===== config.mk =====
export PLATFORM = sky130hd
export DESIGN_NAME = switch_alloc_rr_np
export DESIGN_NICKNAME = d
export VERILOG_FILES = /design/src/rtl/switch_alloc_rr_np.sv
export SDC_FILE = /design/constraint.sdc
export NUM_CORES = 1
export LEC_CHECK = 0
export ABC_CLOCK_PERIOD_IN_PS = 14100
export CORE_MARGIN = 2
export CORE_UTILIZATION = 56
export CTS_CLUSTER_DIAMETER = 150
export DETAILED_ROUTE_END_ITERATION = 8
export GPL_TIMING_DRIVEN = 0
export PLACE_DENSITY = 0.82
export SLEW_MARGIN = 20
export SYNTH_ARGS = -nofsm -noshare
export SYNTH_HDL_FRONTEND = slang
export SYNTH_SLANG_ARGS = --single-unit

===== constraint.sdc =====
create_clock -name clk -period 14.1 [get_ports clk]
set_input_delay 3.525 -clock clk [delete_from_list [all_inputs] [get_ports clk]]
set_output_delay 3.525 -clock clk [all_outputs]
set_load 0.01 [all_outputs]

===== src/rtl/switch_alloc_rr_np.sv =====
// switch_alloc_rr_np: N-port switch allocator, per-output round-robin, optional wormhole lock (`SA_PKT_LOCK_EN`).
// Latency: request-to-grant 0 cycles (in_grant combinational); grant-to-crossbar select (out_vld/out_sel) 1 cycle.
// Backpressure: an output without out_ready, or en low, grants nothing; ungranted requesters hold their flit.
module switch_alloc_rr_np #(
    parameter  int NPORT = 5,
    localparam int IDX_W = $clog2(NPORT)
) (
    input  logic                   clk,
    input  logic                   rst,
    input  logic                   en,
    input  logic [NPORT-1:0]       in_req,
    input  logic [NPORT*IDX_W-1:0] in_dst,
    input  logic [NPORT-1:0]       in_tail,
    input  logic [NPORT-1:0]       out_ready,
    output logic [NPORT-1:0]       in_grant,
    output logic [NPORT-1:0]       out_vld,
    output logic [NPORT*IDX_W-1:0] out_sel
);

    // Round-robin pointer per output: the input searched first in the next arbitration.
    logic [IDX_W-1:0] ptr [NPORT];

    // cand[o][i]: input i is an eligible requester of output o this cycle.
    logic [NPORT-1:0] cand [NPORT];

    // Per-output arbitration result.
    logic [NPORT-1:0] out_gnt;
    logic [IDX_W-1:0] win    [NPORT];
    logic [NPORT-1:0] win_oh [NPORT];

    // Distance scratch for the circular search.
    int best_dist;
    int cur_dist;

`ifdef SA_PKT_LOCK_EN
    // Wormhole lock: output o is reserved for lock_in[o] until that input's tail flit is granted.
    logic [NPORT-1:0] lock_vld;
    logic [IDX_W-1:0] lock_in [NPORT];
    logic [NPORT-1:0] win_tail;
`else
    // Without packet locking every flit arbitrates on its own, so the tail marker carries no meaning here.
    logic unused_tail;
    assign unused_tail = ^in_tail;
`endif

    // Build the request matrix; destinations >= NPORT never match any output and are thus never granted.
    always_comb begin
        for (int o = 0; o < NPORT; o++) begin
            for (int i = 0; i < NPORT; i++) begin
                cand[o][i] = in_req[i] && (in_dst[i*IDX_W +: IDX_W] == IDX_W'(o));
`ifdef SA_PKT_LOCK_EN
                // A locked output only listens to its lock holder.
                if (lock_vld[o] && (lock_in[o] != IDX_W'(i))) begin
                    cand[o][i] = 1'b0;
                end
`endif
            end
        end
    end

    // Per-output circular search starting at ptr[o]; the candidate with the smallest
    // forward distance from the pointer wins.
    always_comb begin
        best_dist = NPORT;
        cur_dist  = 0;
        out_gnt   = '0;
        in_grant  = '0;
`ifdef SA_PKT_LOCK_EN
        win_tail  = '0;
`endif
        for (int o = 0; o < NPORT; o++) begin
            win[o]    = '0;
            win_oh[o] = '0;
            best_dist = NPORT;
            for (int i = 0; i < NPORT; i++) begin
                cur_dist = (i >= int'(ptr[o])) ? (i - int'(ptr[o]))
                                               : (i + NPORT - int'(ptr[o]));
                if (cand[o][i] && (cur_dist < best_dist)) begin
                    best_dist    = cur_dist;
                    win[o]       = IDX_W'(i);
                    win_oh[o]    = '0;
                    win_oh[o][i] = 1'b1;
`ifdef SA_PKT_LOCK_EN
                    win_tail[o]  = in_tail[i];
`endif
                end
            end
            // Each input names a single destination, so OR-ing the per-output
            // one-hots never gives an input two grants.
            if (!rst && en && out_ready[o] && (best_dist < NPORT)) begin
                out_gnt[o] = 1'b1;
                in_grant   = in_grant | win_oh[o];
            end
        end
    end

    // Pointer advance and crossbar select registers; out_sel holds when its output idles.
    always_ff @(posedge clk) begin
        if (rst) begin
            out_vld <= '0;
            out_sel <= '0;
            for (int o = 0; o < NPORT; o++) begin
                ptr[o] <= '0;
            end
        end else begin
            for (int o = 0; o < NPORT; o++) begin
                out_vld[o] <= out_gnt[o];
                if (out_gnt[o]) begin
                    out_sel[o*IDX_W +: IDX_W] <= win[o];
                    // While locked the winner is always lock_in[o], and the head grant
                    // already set ptr to lock_in+1, so the pointer effectively holds
                    // through the packet and lands on lock_in+1 at the tail.
                    ptr[o] <= (int'(win[o]) == NPORT - 1) ? '0 : (win[o] + IDX_W'(1));
                end
            end
        end
    end

`ifdef SA_PKT_LOCK_EN
    // Lock state: a non-tail grant reserves the output for its winner, a tail grant releases it.
    always_ff @(posedge clk) begin
        if (rst) begin
            lock_vld <= '0;
            for (int o = 0; o < NPORT; o++) begin
                lock_in[o] <= '0;
            end
        end else begin
            for (int o = 0; o < NPORT; o++) begin
                if (out_gnt[o]) begin
                    lock_vld[o] <= !win_tail[o];
                    lock_in[o]  <= win[o];
                end
            end
        end
    end
`endif

endmodule


==> flow_summary.toml, run 1 <==
[floorplanning]
die_x_um = 121
dieArea_um2 = 14700
io_pins = 58
num_rows = 42
die_h_um = 121
coreArea_um2 = 13300
start_util_pct = 57.6

[timing]
max_freq_mhz = 68.9
period_share_pct = 103
final.setup.worst_slack_ns = -0.419
maxSlewHeadroom_pct = 30.1
finalCriticalPeriod_ns = 14.52
setup_tns_ns = -1.58
worstMarginPinSlew_ns = 1.03
skew_ns = 0.00862
setup_viol = 5
hold_violations = 0
timing.hold.ws_ns = 0.546
drv_slew = 0
rsz0062_at_grt = "yes"

[power_and_ir_drop]
p_total_mw = 0.588
power_density_nw_per_um2 = 56.0
ir_drop_mv = 0.0463
leakage_nw = 4.52

[critical_path]
rrSetupSlack_ns = 4.23
startpoint = "in_dst[2]"
worstSetupEndpointType = "output pin"
max_stage_delay_ns = 0.46
r2r_cells = 45
required_ns = 10.57
worstPathArrival_ns = 10.99
crit_end = "in_grant[0]"
critPathMaxFanout = 8
reg2reg_from = "ptr[0][5]"
path_class = "in2out"
critical-path-slowest-cell = "a21boi_0"
reg2reg_to = "ptr[0][6]"
cp_common_cell = "a21oi_4"
cp-start-kind = "primary input"

[placement]
hpwl_um = 18000
pre_cts_ws_ns = -3.04
portBuffers = 52
postPlaceCellArea_um2 = 8460
place_congestion = 0.975

[yosys]
synth_area_um2 = 7690
synthCells = 1044
ys_seq_elements = 35
synthArstFlopShare_pct = 0
synth_cell_types = 86
ys.flop_type = "dfxtp_1"
synth-edff-count = 15
ys_warn_count = 0
seq_area_frac_synth_pct = 11.1
syn_avg_cell_area_um2 = 7.36

[cells_and_area]
drive_gt1_share_pct = 25.8
fin_nets = 1362
final_cell_mix = "ha_1, nand2_1, buf_4, nor2_1, inv_1"
stdcell_area_um2 = 10500
nFillCells = 841
area_growth_syn_to_layout_pct = 36.5
num_antenna_cells = 0
mostFrequentLayoutCell = "ha_1"

[routing]
ant_nets = 0
vias_per_cell = 6.78
firstDrtPassIters = 6
detailroute.via_count = 9359
wire_per_inst_um = 21.2
wl_um = 29200
remaining_drc_errors = 0
drt_iter0_markers = 1178

[global_routing]
grt_overflow_total = 0
grt.total_usage_pct = 34.6
antenna_found_initial = 0
grt_pass1_vias = 8262
grt_pass1_wl_um = 40800
grt_max_degree = 13

[worst_hold_path]
hold_path_class = "reg2reg"

[run_status]
violations = "setup timing"
status = "finished, violations left"

[clocking]
cts_hold_buffers = 0
cts_htree_levels = 2
cts_tree = "done"
numCtsBuffers = 5
clk_pin_slew_ns = 0.06
root_buffer = "clkbuf_16"
clkLatencyLatePin_ns = 0.29
clkSinkCount = 35
cts.path.max_buffers = 2

[job]
maxCapViolations = 0
## power breakdown
group          leakage (nW)  switching, mW  internal (mW)
Combinational          4.12          0.204          0.140
Clock                0.0838         0.0444         0.0833
Sequential            0.316        0.00599          0.110
## cells in the mapped netlist, types with 6 or more instances
master / n / area, um^2
a21oi_1: 62 / 310
a21boi_0: 10 / 75.1
ha_1: 126 / 1580
nand2b_1: 21 / 131
and2_1: 19 / 119
nor3b_1: 13 / 97.6
a211oi_1: 18 / 135
edfxtp_1: 15 / 450
xor2_1: 12 / 105
o31ai_1: 9 / 67.6
and3_1: 9 / 56.3
xnor2_1: 11 / 96.3
nand4_1: 7 / 43.8
nor2b_1: 25 / 156
clkbuf_1: 23 / 86.3
dfxtp_1: 20 / 400
a21o_1: 6 / 45.0
nand2_1: 108 / 405
o21ai_0: 62 / 310
nand3b_1: 7 / 52.6
or3_1: 6 / 37.5
nor2_1: 103 / 387
nor3_1: 15 / 75.1
o22ai_1: 9 / 56.3
mux2_2: 14 / 158
a211o_1: 8 / 70.1
o21a_1: 7 / 52.6
a31oi_1: 11 / 68.8
or2_2: 7 / 43.8
nand3_1: 25 / 125
o211ai_1: 15 / 113
inv_1: 85 / 319
mux2i_1: 46 / 460
## layout make-up
type	instances	area [um^2]	share of cell area, %
multi-input cells	895	7510	71.6
repair buffers	152	1280	12.2
flip-flops and latches	35	851	8.11
inverters	89	334	3.18
well taps	176	220	2.10
clock buffers	5	125	1.19
plain buffers	25	125	1.19
clock inverters	3	43.8	0.417
## how the worst min path moves through the flow
stage / cells past startpoint / endpoint / start
floorplan: 2 / out_sel[8] / out_sel[8]
global placement: 2 / out_sel[8] / out_sel[8]
detailed placement: 2 / out_sel[8] / out_sel[8]
CTS: 1 / out_sel[2] / out_sel[2]
global route: 1 / out_sel[2] / out_sel[2]
finish: 1 / out_sel[2] / out_sel[2]
## metal layers
metal / GRT usage, % / wire length (um)
met1: 43.9 / 11000
met2: 58.0 / 13000
met3: 5.08 / 3020
met4: 15.2 / 2220
met5: 0 / 0
## repair_timing
item | 4_1_cts | 5_1_grt
gates resized for setup | 194 | 100
pin swaps | 60 | 57
setup endpoints to repair | 5 | 5
buffers inserted | 78 | 22
cloned | 0 | 0
## critical path: cells and delay by family
kind | cells | cell delay, ns
buf+inv | 6 | 0.88
compound gates | 15 | 2.88
fa+ha+maj | 4 | 0.96
simple gates | 15 | 2.73
## cells by family (layout without fill, tap and decap cells)
logic type	Yosys count	count (layout)	synth area share, %
adders and majority gates	126	126	20.5
xor gates and xnor gates	23	23	2.62
AOI/OAI and AO/OA	281	281	24.9
DFF	35	35	11.1
other	1	5	0.0488
buffers and inverters	118	274	6.01
and+or+nand+nor	399	399	26.6
muxes	61	61	8.24
## flip-flops by register name, indices dropped and copies added (netlist names)
| signal | cells |
|---|---|
| ptr | 15 |
| out_vld | 5 |
| out_sel | 15 |
## through the flow
stage                     std cells  utilization (%)
after detailed placement       1276             63.4
final                          1380             78.6
after global placement         1276             63.3
after CTS                      1360             74.3
after global routing           1380             78.6
after floorplan                1048                -
(Power assumes the default switching activity.)
==> run 2, diff against run 1 <==
--- a/config.mk
+++ b/config.mk
@@ -8,7 +8,7 @@
 export ABC_CLOCK_PERIOD_IN_PS = 14100
 export CORE_MARGIN = 2
 export CORE_UTILIZATION = 56
-export CTS_CLUSTER_DIAMETER = 150
+export CTS_CLUSTER_DIAMETER = 40
 export DETAILED_ROUTE_END_ITERATION = 8
 export GPL_TIMING_DRIVEN = 0
 export PLACE_DENSITY = 0.82
==> results of run 2 <==
Same layout as run 1: the final DEF is identical, and so are final timing and power.
